$ cat config.mk
export PLATFORM = sky130hd
export DESIGN_NAME = serial_adder
export DESIGN_NICKNAME = d
export VERILOG_FILES = /design/src/rtl/serial_adder.sv
export SDC_FILE = /design/constraint.sdc
export NUM_CORES = 1
export LEC_CHECK = 0
export BUFFER_PORTS_ARGS = -buffer_cell sky130_fd_sc_hd__buf_2
export CORE_ASPECT_RATIO = 1.5
export CORE_MARGIN = 2
export CORE_UTILIZATION = 36
export DETAILED_ROUTE_END_ITERATION = 12
export GPL_TIMING_DRIVEN = 0
export PLACE_DENSITY_LB_ADDON = 0.2
export SLEW_MARGIN = 20
export SYNTH_ARGS = -nofsm -noshare
export SYNTH_HDL_FRONTEND = slang
export SYNTH_SLANG_ARGS = --single-unit
$ cat constraint.sdc
create_clock -name clk -period 1.7 [get_ports clk]
set_clock_uncertainty 0.2 [all_clocks]
set_input_delay 0.085 -clock clk [delete_from_list [all_inputs] [get_ports clk]]
set_output_delay 0.085 -clock clk [all_outputs]
set_load 0.03 [all_outputs]
$ cat src/rtl/serial_adder.sv
// Bit-serial add/subtract: one full-adder cell and a registered carry process
// the operands LSB-first, one bit per clock, with a one-cycle done pulse.

module single_bit_adder (
  input  logic a,
  input  logic b,
  input  logic c_in,
  output logic s,
  output logic c_out
);
  assign s     = a ^ b ^ c_in;
  assign c_out = (a & b) | (c_in & (a ^ b));
endmodule

module serial_adder #(
  parameter int WIDTH = 8
) (
  input  logic             clk,
  input  logic             rst,
  input  logic             start,
  input  logic             sub,
  input  logic             c_in,
  input  logic [WIDTH-1:0] a,
  input  logic [WIDTH-1:0] b,
  output logic [WIDTH-1:0] sum,
  output logic             c_out,
  output logic             overflow,
  output logic             busy,
  output logic             done
);
  localparam int CNT_W = $clog2(WIDTH);

  typedef enum logic [1:0] {IDLE, RUN, DONE} state_t;

  state_t           state;
  logic [WIDTH-1:0] a_sh;
  logic [WIDTH-1:0] b_sh;
  logic             carry;
  logic             c_msb;
  logic [CNT_W-1:0] cnt;
  logic             cell_s;
  logic             cell_co;

  single_bit_adder u_cell (
    .a     (a_sh[0]),
    .b     (b_sh[0]),
    .c_in  (carry),
    .s     (cell_s),
    .c_out (cell_co)
  );

  always_ff @(posedge clk) begin
    if (rst) begin
      state    <= IDLE;
      a_sh     <= '0;
      b_sh     <= '0;
      carry    <= 1'b0;
      c_msb    <= 1'b0;
      cnt      <= '0;
      sum      <= '0;
      c_out    <= 1'b0;
      overflow <= 1'b0;
      busy     <= 1'b0;
      done     <= 1'b0;
    end else begin
      case (state)
        IDLE: begin
          if (start) begin
            // Subtract is a + ~b + 1, so the carry seeds the two's-complement +1.
            a_sh  <= a;
            b_sh  <= sub ? ~b : b;
            carry <= sub ? 1'b1 : c_in;
            cnt   <= '0;
            busy  <= 1'b1;
            state <= RUN;
          end
        end
        RUN: begin
          sum   <= {cell_s, sum[WIDTH-1:1]};
          a_sh  <= a_sh >> 1;
          b_sh  <= b_sh >> 1;
          carry <= cell_co;
          cnt   <= cnt + CNT_W'(1);
          if (cnt == CNT_W'(WIDTH - 2))
            c_msb <= cell_co;
          if (cnt == CNT_W'(WIDTH - 1)) begin
            c_out    <= cell_co;
            overflow <= c_msb ^ cell_co;
            busy     <= 1'b0;
            done     <= 1'b1;
            state    <= DONE;
          end
        end
        DONE: begin
          done  <= 1'b0;
          state <= IDLE;
        end
        default: state <= IDLE;
      endcase
    end
  end
endmodule

# --- Word-level counts from Yosys, hierarchy flattened ---
# Index checks and enable logic that the tools add are counted.
totals:
  out_inout_bits: 12
  n_memories: 0
  input_bits: 21
  latch_bits: 0
  mem_bits_rw: 0
  mem_bits_ro: 0
  ff_bits: 35
  wordCells: 52
classes:
  n_addsub: 1
  div: 0
  n_lt_le_gt_ge: 0
  eq_ne: 6
  shift: 0
  n_mul: 0
  bitwise: 7
  n_mux: 18
  n_reduce_logical: 9
ops:
  columns: ["operator", "n"]
  rows:
  - ["8-bit one-hot mux with 2 select lines", 2]
  - ["8-bit two-way mux", 3]
  - ["2-bit AND reduction", 5]
  - ["8-bit NOT", 1]
  - ["3-bit == test (second input constant)", 2]
  - ["1-bit one-hot mux with 2 select lines", 3]
  - ["3-bit one-hot mux with 2 select lines", 1]
  - ["1-bit two-way mux", 5]
  - ["2-bit two-way mux", 2]
  - ["2-bit inequality test (second input constant)", 2]
  - ["2-bit one-hot mux with 2 select lines", 1]
  - ["2-bit nonzero test", 2]
  - ["3-bit by 1-bit adder with 3-bit output (second input constant)", 1]
  - ["3-bit two-way mux", 1]
  - ["3-bit AND reduction", 1]
  - ["1-bit bitwise XOR", 3]
  - ["1-bit bitwise AND", 2]
  - ["2-bit by 1-bit == test with 1-bit output (second input constant)", 1]
  - ["2-bit == test (second input constant)", 1]
  - ["2-bit zero test", 1]
  - ["1-bit OR", 1]

# --- Longest topological paths before layout ---
# Gate-level depths: netlist of the first run.
logic_depth:
  ltp_word: 4
  ltp_mapped: 5

# --- Cells and area by module ---
# A second synthesis of the first run with hierarchy kept.
hier_totals:
  cells_unflattened: 174
  hier_area_um2: 1591.5
by_module_without_submodules:
  columns: ["mod", "cells_each", "area_each_um2", "instances"]
  rows:
  - ["serial_adder", 173, 1571.5, 1]
  - ["single_bit_adder", 1, 20.0, 1]

# --- Worst setup path before layout of the first run ---
# No wires, ideal clock.
synth_timing:
  path_type: "register -> register"
  start: "register carry"
  end: "register overflow"
  stages_incl_launch_ff: 5
  synth_period_minus_slack_ns: 1.394
  slack_ns: 0.306
  arrival_time_ns: 1.062
  required_ns: 1.368
  path_buffers: 0
  cell_sequence: "dfxtp_1 -> fa_1 -> xor2_1 -> nand3_1 -> a21oi_1"
synth_via:
  elab_chain_len: 3
synth_rtl:
  columns: ["item", "line_no", "source"]
  rows:
  - ["start: declaration", "38", "logic carry;"]
  - ["start signal: assignment", "72", "carry <= sub ? 1'b1 : c_in;"]
  - ["start signal: assignment", "82", "carry <= cell_co;"]
  - ["1-bit bitwise AND", "12", "assign c_out = (a & b) | (c_in & (a ^ b));"]
  - ["1-bit OR", "12", null]
  - ["named net cell_co", "42", "logic cell_co;"]
  - ["1-bit bitwise XOR", "88", "overflow <= c_msb ^ cell_co;"]
  - ["end signal: assignment", "88", null]
  - ["end: declaration", "27", "output logic overflow,"]
# The timed path passes the listed nets, and every way through them passes these cells.
# A chain may end at the register's enable or synchronous reset.

# --- Worst setup path in the final report of the first run ---
layout_timing:
  start: "register state[0]"
  end: "register a_sh[6]"
layout_via:
  elab_chain_len: 3
layout_rtl:
  columns: ["item", "line_no", "source"]
  rows:
  - ["start: declaration", "35", "state_t state;"]
  - ["start signal: assignment", "54", "state <= IDLE;"]
  - ["start signal: assignment", "75", "state <= RUN;"]
  - ["start signal: assignment", "91", "state <= DONE;"]
  - ["2-bit by 1-bit == test with 1-bit output / 2-bit zero test (equally long branches)", "66", "case (state)"]
  - ["2-bit nonzero test (no line) / 2-bit inequality test (equally long branches)", null, null]
  - ["2-bit AND reduction (no line)", null, null]
  - ["end signal: assignment", "80", "a_sh <= a_sh >> 1;"]
  - ["end: declaration", "36", "logic [WIDTH-1:0] a_sh;"]
# Parallel ways exist; a longest one is shown, timed or not.

==> results of run 1 <==
metal layers:
metal	vias to the layer above	routed length (um)
met5	-	0
met4	0	58
met3	7	132
met2	26	1710
met1	616	1420
li1	712	-
sequential cells by signal, summed over array words and instances, names as in the netlist:
register  count
sum           8
c_msb         1
done          1
overflow      1
state         2
a_sh          8
busy          1
b_sh          8
c_out         1
cnt           3
carry         1
cell type report:
type,instances,share of cell area [%]
multi-input combinational,128,40.5
sequential,35,36.3
timing repair buffer,39,12.4
clock buffer,7,3.95
buffer,13,3.17
tap,46,2.98
inverter,2,0.389
clock inverter,1,0.259
metrics by stage:
stage                     setup WS, ns  cells  utilization (%)  hold WS, ns
final                            0.195    271             46.3       0.0113
after global routing            0.0711    271             46.3       0.0386
after CTS                        0.184    271             46.3       0.0110
after detailed placement         0.189    254             42.2        0.147
after global placement           0.211    254             42.2        0.133
after floorplan                  0.306    178                -       0.0333
Yosys cell counts (all sizes together):
library cell and n:
o22ai 7, dfxtp 35, o21bai 2, a22oi 10
ha 3, o21ba 1, or3b 7, xnor2 7
inv 2, fa 1, nand2 20, a211oi 1
a2bb2oi 3, xor2 2, nor3 7, o31ai 1
nand3 2, nor2b 2, clkbuf 6, buf 7
o21ai 2, nand2b 10, mux2i 1, nor2 15
nand4 1, nor3b 1, a21oi 20, nand3b 2
how the worst min path moves through the flow:
stage               start                    to  slack [ns]  cells after the start
finish               a[2]  a_sh[2]$_SDFFE_PP0P_        0.01                      4
global route         a[2]  a_sh[2]$_SDFFE_PP0P_        0.04                      4
CTS                  a[2]  a_sh[2]$_SDFFE_PP0P_        0.01                      4
detailed placement   a[7]  a_sh[7]$_SDFFE_PP0P_        0.15                      3
global placement     a[7]  a_sh[7]$_SDFFE_PP0P_        0.13                      3
floorplan            a[7]  a_sh[7]$_SDFFE_PP0P_        0.03                      2
cells by family (layout without fill, tap and decap cells):
family / after synthesis / after routing / share of synthesized area (%)
AND/OR/NAND/NOR: 67 / 67 / 22.0
flip-flops: 35 / 35 / 45.1
buffers and inverters: 15 / 62 / 4.43
AO/OA/AOI/OAI: 47 / 47 / 19.0
XOR/XNOR: 9 / 9 / 5.08
adder cells (fa/ha/maj): 4 / 4 / 3.71
multiplexers: 1 / 1 / 0.645
critical path, stage by stage, from the launching register on:
cell	delay [ns]
dfxtp_1	0.37
buf_2	0.20
or3b_1	0.40
a21oi_1	0.15
nor3_1	0.06
power breakdown:
| group | internal [uW] | switching, uW |
|---|---|---|
| combinational | 122 | 133 |
| clock | 287 | 286 |
| sequential | 865 | 26.4 |
cell usage in the layout, fill, tap and decap left out, types with 2 or more instances in the layout:
master	instances
dlygate4sd3_1	9
xnor2_1	7
o21ai_0	2
a21oi_1	20
buf_2	36
nor2b_1	2
nand2b_1	10
a2bb2oi_1	3
nor2_1	15
nor3_1	7
o21bai_1	2
or3b_1	7
dfxtp_1	35
inv_1	2
nand3_1	2
a22oi_1	10
nand2_1	20
o22ai_1	7
ha_1	3
xor2_1	2
clkbuf_1	7
clkbuf_8	5
nand3b_1	2
==> metrics.yaml, run 1 <==
avgSynthCellArea_sq_um: 8.72
start_kind: "flop"
max_freq_ghz: 0.664
dpl.hpwl_mm: 2.37
clkTransAtPathRegs_ns: 0.07
fillers: 431
critPathCapture: "a_sh[6]$_SDFFE_PP0P_"
area_growth_syn_to_layout_pct: 24.4
grt_use_total_pct: 15.0
yosys.area.top_type: "dfxtp_1"
tightest_slew_ns: 0.524
worst_r2r_path_depth: 4
dpl_cell_area_sq_um: 1760
crit_start: "state[0]$_SDFFE_PP0P_"
antenna_cells: 0
seq_area_sq_um: 701
vias: 1361
drtIter0Drc: 40
postSynthRegisterBits: 35
regToRegStartpoint: "state[0]$_SDFFE_PP0P_"
drive_gt1_share_pct: 20.0
end_kind: "flop"
maxCapViolCount: 0
routed_via_density: 5.02
first_pass_iters: 4
hold_violations: 0
grt_overflow: 0
antenna_found_initial: 0
slew_headroom_pct: 65.1
setup_viol: 0
drc: 0
crit_type: "reg -> reg"
postCtsHoldBufs: 9
rrSetupSlack_ns: 0.19
die_x_um: 57.6
io_buffers: 30
p_per_area_nw_per_um2: 890
syn_nets: 203
cts_tree: "done"
leakagePower_uw: 0.000794
period_share_pct: 88.6
fp.dieH_um: 84.4
min_path_type: "in -> reg"
cp.required_ns: 1.66
syn_inst: 178
design_area_sq_um: 1930
ctsHtreeMaxLevel: 2
period_minus_slack_ns: 1.51
grt_pass1_vias: 1324
ys_types: 30
nNetsFinal: 249
die-area_sq_um: 4870
clkSinkCount: 35
critPathArrivalTime_ns: 1.46
rsz0062_at_grt: "false"
postCtsSetupRepairBufs: 0
status: "complete, no violations"
ios: 33
place_congestion: 0.755
worstReg2RegEnd: "a_sh[6]$_SDFFE_PP0P_"
drv_slew: 0
synth_area_leaders: "dfxtp_1 (45%), a21oi_1 (6.4%), a22oi_1 (4.8%)"
grt_use_met2_pct: 26.8
peakVddDrop_mv: 0.571
ant_nets: 0
cts_made_buffers: 5
grt_util_met1_pct: 16.5
synth_top_area_share_pct: 45.1
core_area_sq_um: 4170
fin_tns_setup_ns: 0
clock_latency_ns: 0.28
path_max_fanout: 10
fp-row-count: 29
post_drt_wl_per_cell_um: 12.3
ys_seq_area_share_pct: 45.1
root_buffer: "clkbuf_8"
busiest_layer: "met2"
netlist_area_sq_um: 1550
grt_pass1_wl_mm: 5.74
power_uw: 1720
drt_wl_total_mm: 3.33
multi_input_area_sq_um: 783
grt.met3_usage_pct: 3.70
initial_core_util_pct: 37.2
cts_resized: 0
grt_max_degree: 11
ys_warn_count: 0
cts.path.max_buffers: 2
(Power assumes the default switching activity.)
==> inputs of run 2 (changes only) <==
--- a/config.mk
+++ b/config.mk
@@ -5,6 +5,7 @@
 export SDC_FILE = /design/constraint.sdc
 export NUM_CORES = 1
 export LEC_CHECK = 0
+export ABC_AREA = 1
 export BUFFER_PORTS_ARGS = -buffer_cell sky130_fd_sc_hd__buf_2
 export CORE_ASPECT_RATIO = 1.5
 export CORE_MARGIN = 2
==> metrics.yaml, run 2 <==
ant_nets: 0  # unchanged
clock_latency_ns: 0.29  # about the same
grt_pass1_wl_mm: 6.75  # +18%
io_buffers: 30  # unchanged
layout_commonest_cell: "nand2_1"
ctsHtreeMaxLevel: 2  # unchanged
synth_flop_cell: "dfxtp_1"
crit_family: "simple AND/OR/NAND/NOR gates"
place_congestion: 0.752  # -0.46%
worst_r2r_path_depth: 5  # +1
min_path_type: "in -> reg"
p_per_area_nw_per_um2: 864  # -3.0%
synth_top_area_share_pct: 42.7  # -2.4 points
routed_via_density: 4.69  # -6.6%
crit_type: "reg -> reg"
p_int_uw: 1290  # +0.93%
synth_top_family_by_area: "simple AND/OR/NAND/NOR gates"
yosys.area.top_type: "dfxtp_1"
cp_num_cells: 5  # +1
antenna_found_initial: 0  # unchanged
p_switching_uw: 520  # +17%
rrSetupSlack_ns: 0.19  # about the same
ios: 33  # unchanged
dpl_cell_area_sq_um: 1850  # +5.0%
cp_cell_sequence: "nor2_2 -> nand2_1 -> nor2_1 -> nor2_1 -> nor2_1"
setup_viol: 0  # unchanged
synth_xor_area_share_pct: 1.07  # -4.0 points
whs_path_depth: 4  # unchanged
critPathSlowestCell: "dfxtp_1"
slew_headroom_pct: 63.6  # -1.5 points
initial_core_util_pct: 36.7  # -0.52 points
root_buffer: "clkbuf_8"
ys_seq_area_share_pct: 42.7  # -2.4 points
dpl.hpwl_mm: 2.66  # +13%
slowest_delay_ns: 0.36  # -0.04 ns
status: "complete, no violations"
maxCapViolCount: 0  # unchanged
clkSinkCount: 35  # unchanged
yosys.area_share.simple_pct: 36.6  # +15 points
synth.most_common_cell: "nand2_1"
cpMostUsedCell: "nor2_1"
power.share.sequential_pct: 50.0  # -1.8 points
die-area_sq_um: 5120  # +5.2%
hold_end: "b_sh[7]$_SDFFE_PP0P_"
worstReg2RegEnd: "b_sh[3]$_SDFFE_PP0P_"
hold_violations: 0  # unchanged
die_x_um: 59.1  # +2.6%
grt_overflow: 0  # unchanged
postCtsSetupRepairBufs: 0  # unchanged
tightest_slew_ns: 0.547  # +0.0230 ns
avgSynthCellArea_sq_um: 6.69  # -23%
syn_inst: 245  # +38%
period_minus_slack_ns: 1.51  # +0.000156 ns
rsz0062_at_grt: "false"
leakagePower_uw: 0.00111  # +39%
grt_pass1_vias: 1528  # +15%
vias: 1628  # +20%
post_drt_wl_per_cell_um: 11.0  # -10%
critPathArrivalTime_ns: 1.53  # +0.07 ns
drive_gt1_share_pct: 15.7  # -4.3 points
clkTransAtPathRegs_ns: 0.07  # about the same
end_kind: "flop"
start_kind: "flop"
max_freq_ghz: 0.664  # about the same
cts.path.max_buffers: 2  # unchanged
core_area_sq_um: 4470  # +7.0%
antenna_cells: 0  # unchanged
crit_buf_inv: 0  # -1
fp.dieH_um: 86.6  # +2.6%
p_clk_share_pct: 32.2  # -1.1 points
cp.required_ns: 1.72  # +0.06 ns
drt_wl_total_mm: 3.83  # +15%
synthTopCellsByCount: "nand2_1 (68), nand3_1 (37), nor2_1 (36)"
grt_use_total_pct: 17.2  # +2.1 points
cts_made_buffers: 5  # unchanged
nNetsFinal: 323  # +30%
drtIter0Drc: 61  # +53%
muxShareOfSynthArea_pct: 0  # -0.64 points
peakVddDrop_mv: 0.343  # -40%
top_regs: "a_sh x8, b_sh x8, sum x8"
period_share_pct: 88.6  # about the same
ys_types: 18  # -40%
final_cell_mix: "nand2_1 (68), nand3_1 (37), nor2_1 (36)"
grt_max_degree: 11  # unchanged
combPwrFrac_pct: 17.8  # +3.0 points
synth_compound_area_share_pct: 6.11  # -13 points
fin_tns_setup_ns: 0  # unchanged
synth_edf_count: 0  # unchanged
synth_area_leaders: "dfxtp_1 (43%), nand2_1 (16%), nand3_1 (11%)"
path_max_fanout: 9  # -1
min_from: "sub"
ys_warn_count: 0  # unchanged
cts_tree: "done"
postSynth.asyncResetShare_pct: 0  # unchanged
fp-row-count: 30  # +3.4%
drv_slew: 0  # unchanged
area_growth_syn_to_layout_pct: 27.6
regToRegStartpoint: "state[0]$_SDFFE_PP0P_"
syn_nets: 270  # +33%
swShare_pct: 28.8  # +2.9 points
first_pass_iters: 4  # unchanged
synth_fa_ha_area_share_pct: 3.51  # -0.20 points
postSynthRegisterBits: 35  # unchanged
drc: 0  # unchanged
design_area_sq_um: 2090  # +8.2%
netlist_area_sq_um: 1640  # +5.6%
[run 2: cell types whose count changed in the layout (fill, tap and decap cells not counted), moves of 10 or more]
cell and delta:
nand2_1 +48, a21oi_1 -13, nor2_1 +21, inv_1 +24, o21ai_0 +11, nand2b_1 -10, nand3_1 +35, a22oi_1 -10
[run 2: metrics by stage]
step	std cells	total power (uW)	hold slack, ns	utilization (%)	setup slack (ns)
after floorplan	245	1130	-0.0459	-	0.314
after global placement	323	1220	0.102	41.4	0.182
after detailed placement	323	1220	0.103	41.4	0.192
after CTS	347	1830	0.00653	46.8	0.163
after global routing	347	1920	0.0340	46.8	0.0604
final	347	1810	0.00897	46.8	0.194
[run 2: worst reg2reg max path: cells and delay by family (launching register included)]
kind / cells / cell delay [ns]
flip-flops: 1 / 0.36
AND/OR/NAND/NOR: 5 / 0.89
[run 2: what timing repair did]
| action | CTS | global route |
|---|---|---|
| gates resized for setup | 0 | 0 |
| hold buffers | 16 | 0 |
| hold endpoints to repair | 18 | 0 |
[run 2: how the worst max path moves through the flow]
stage,start,end,slack (ns)
after global routing,state[0]$_SDFFE_PP0P_,b_sh[0]$_SDFFE_PP0P_,0.06
after CTS,state[0]$_SDFFE_PP0P_,b_sh[3]$_SDFFE_PP0P_,0.16
final,state[0]$_SDFFE_PP0P_,b_sh[3]$_SDFFE_PP0P_,0.19
after global placement,state[0]$_SDFFE_PP0P_,b_sh[1]$_SDFFE_PP0P_,0.18
after floorplan,carry$_SDFFE_PP0P_,overflow$_SDFFE_PP0P_,0.31
after detailed placement,state[0]$_SDFFE_PP0P_,b_sh[3]$_SDFFE_PP0P_,0.19
[run 2: area by class of cell]
type	count	area, sq um
Fill cell	477	2380
Buffer	12	62.6
Clock buffer	7	76.3
Tap cell	48	60.1
Sequential cell	35	701
Multi-Input combinational cell	171	774
Clock inverter	1	5.00
Inverter	27	101
Timing Repair Buffer	46	310
[run 2: kinds of logic after synthesis]
group,count (synthesis)
xor+xnor,2
buf+inv,39
fa+ha+maj,4
simple gates,145
compound gates,20
flops,35
[run 2: per-layer routing]
metal  GRT usage [%]  vias to the layer above  wire (um)
met5               0                        -          0
met1            20.0                      727       1770
met4            6.82                        0         50
met2            29.4                       33       1890
met3            4.33                        5        126
li1                -                      863          -
[run 2: power groups by stage]
stage               sequential (uW)  combinational (uW)  clock, uW
floorplan                       952                 175          0
global placement                920                 296          0
detailed placement              922                 299          0
CTS                             903                 328        599
global route                    909                 368        643
finish                          903                 322        581
==> inputs of run 3 (changes only) <==
--- a/config.mk
+++ b/config.mk
@@ -11,7 +11,6 @@
 export CORE_MARGIN = 2
 export CORE_UTILIZATION = 36
 export DETAILED_ROUTE_END_ITERATION = 12
-export GPL_TIMING_DRIVEN = 0
 export PLACE_DENSITY_LB_ADDON = 0.2
 export SLEW_MARGIN = 20
 export SYNTH_ARGS = -nofsm -noshare
==> constraint.sdc (replaced) <==
create_clock -name clk -period 1.9 [get_ports clk]
set_clock_uncertainty 0.2 [all_clocks]
set_input_delay 0.095 -clock clk [delete_from_list [all_inputs] [get_ports clk]]
set_output_delay 0.095 -clock clk [all_outputs]
set_load 0.03 [all_outputs]
==> metrics.yaml, run 3 (synthesis results as in run 2) <==
whs_path_depth: 6  # +2
drtIter0Drc: 74  # +21%
path_max_fanout: 11  # +2
hold_violations: 0  # unchanged
clkSinkCount: 35  # unchanged
rrSetupSlack_ns: 0.41  # +0.22 ns
vias: 1616  # -0.74%
nNetsFinal: 320  # -0.93%
ctsHtreeMaxLevel: 2  # unchanged
grt_use_total_pct: 16.2  # -1.0 points
ios: 33  # unchanged
slew_headroom_pct: 69.3  # +5.8 points
dp.cells: 322  # -0.31%
initial_core_util_pct: 36.7  # unchanged
cpMostUsedCell: "nor2_1"
postCtsHoldBufs: 14  # -2
power.share.sequential_pct: 47.9  # -2.1 points
grt_max_degree: 21  # +10
swShare_pct: 27.3  # -1.5 points
p_clk_share_pct: 35.2  # +3.0 points
worstReg2RegEnd: "a_sh[5]$_SDFFE_PP0P_"
fp.dieH_um: 86.6  # unchanged
root_buffer: "clkbuf_8"
fp-row-count: 30  # unchanged
routed_via_density: 4.70  # +0.13%
finalNonFillerCells: 344  # -0.86%
p_int_uw: 1230  # -4.6%
final_cell_mix: "nand2_1 (68), nand3_1 (37), nor2_1 (36)"
min_path_type: "in -> reg"
drt_wl_total_mm: 3.63  # -5.3%
maxCapViolCount: 0  # unchanged
post_drt_wl_per_cell_um: 10.5  # -4.5%
drc: 0  # unchanged
postCtsSetupRepairBufs: 0  # unchanged
clock_latency_ns: 0.29  # about the same
antenna_cells: 0  # unchanged
place_congestion: 0.814  # +8.3%
grt_use_met2_pct: 27.4  # -2.0 points
cts.path.max_buffers: 2  # unchanged
p_per_area_nw_per_um2: 802  # -7.2%
critPathArrivalTime_ns: 1.52  # about the same
fin_tns_setup_ns: 0  # unchanged
leakagePower_uw: 0.00112  # +1.2%
busiest_layer: "met2"
die_x_um: 59.1  # unchanged
worst_r2r_path_depth: 7  # +2
crit_type: "reg -> reg"
peakVddDrop_mv: 0.373  # +9.0%
die-area_sq_um: 5120  # unchanged
first_pass_iters: 4  # unchanged
cts_resized: 0  # unchanged
clkTransAtPathRegs_ns: 0.07  # about the same
setup_viol: 0  # unchanged
period_minus_slack_ns: 1.49  # -0.0160 ns
core_area_sq_um: 4470  # unchanged
drv_slew: 0  # unchanged
p_switching_uw: 461  # -11%
critPathSlowestCell: "dfxtp_1"
cts_made_buffers: 5  # unchanged
grt_overflow: 0  # unchanged
slowest_delay_ns: 0.34  # -0.02 ns
min_from: "b[5]"
hold_end: "b_sh[5]$_SDFFE_PP0P_"
max_freq_ghz: 0.671  # +1.1%
end_kind: "flop"
grt_pass1_wl_mm: 6.37  # -5.6%
rsz0062_at_grt: "false"
cts_tree: "done"
status: "complete, no violations"
area_growth_syn_to_layout_pct: 28.4
antenna_found_initial: 0  # unchanged
io_buffers: 32  # +6.7%
dpl.hpwl_mm: 2.57  # -3.6%
top_regs: "a_sh x8, b_sh x8, sum x8"
layout_commonest_cell: "nand2_1"
grt_util_met1_pct: 18.4  # -1.6 points
tightest_slew_ns: 0.460  # -0.0868 ns
fillers: 474  # -0.63%
hold_ws_ns: 0.00175  # -0.00722 ns
cp_cell_sequence: "inv_1 -> nand2_1 -> buf_4 -> nand2_1 -> nor2_1 -> nor2_1 -> nor2_1"
combPwrFrac_pct: 16.9  # -0.9 points
ant_nets: 0  # unchanged
drive_gt1_share_pct: 17.2  # +1.5 points
cp.required_ns: 1.93  # +0.21 ns
start_kind: "flop"
grt.met3_usage_pct: 3.28  # -1.0 points
grt_pass1_vias: 1523  # -0.33%
period_share_pct: 78.4  # -10 points
regToRegStartpoint: "state[1]$_SDFFE_PP0P_"
[run 3: through the flow]
stage / instance area, sq um / total power (uW) / worst slack (ns) / util [%]
6_report: 2100 / 1690 / 0.410 / 47.1
3_5_place_dp: 1860 / 1090 / 0.407 / 41.7
4_1_cts: 2100 / 1710 / 0.387 / 47.1
2_1_floorplan: 1640 / 1010 / 0.514 / -
5_1_grt: 2100 / 1780 / 0.264 / 47.1
3_3_place_gp: 1860 / 1090 / 0.463 / 41.7
[run 3: worst max path at each step]
stage / from / cells after the start / slack [ns] / to
2_1_floorplan: carry$_SDFFE_PP0P_ / 4 / 0.51 / overflow$_SDFFE_PP0P_
3_3_place_gp: cnt[0]$_SDFFE_PP0P_ / 8 / 0.46 / c_out$_SDFFE_PP0P_
3_5_place_dp: state[1]$_SDFFE_PP0P_ / 7 / 0.41 / a_sh[5]$_SDFFE_PP0P_
4_1_cts: state[1]$_SDFFE_PP0P_ / 7 / 0.39 / a_sh[5]$_SDFFE_PP0P_
5_1_grt: state[1]$_SDFFE_PP0P_ / 7 / 0.26 / a_sh[5]$_SDFFE_PP0P_
6_report: state[1]$_SDFFE_PP0P_ / 7 / 0.41 / a_sh[5]$_SDFFE_PP0P_
[run 3: routing by layer]
layer	wire length (um)	share of wire [%]	up-vias
li1	-	-	856
met1	1610	44	720
met2	1800	50	35
met4	70	1.9	0
met5	0	0	-
met3	153	4.2	5
[run 3: worst max-delay path: cells and delay by family, from the launching register on]
kind | cells | cell delay [ns]
buffers and inverters | 2 | 0.32
DFF | 1 | 0.34
and+or+nand+nor | 5 | 0.58
[run 3: power groups by stage]
stage | clock network [uW] | registers [uW] | logic, uW
2_1_floorplan | 0 | 852 | 156
3_3_place_gp | 0 | 824 | 266
3_5_place_dp | 0 | 825 | 267
4_1_cts | 610 | 808 | 290
5_1_grt | 637 | 813 | 326
6_report | 594 | 808 | 286
[run 3: final cells by class]
type                    instances  area, sq um  share of cell area, %
clock buffers                   8          100                   4.76
flip-flops and latches         35          701                   33.3
repair buffers                 55          368                   17.5
inverters                      27          101                   4.82
well taps                      48         60.1                   2.85
multi-input cells             171          774                   36.8
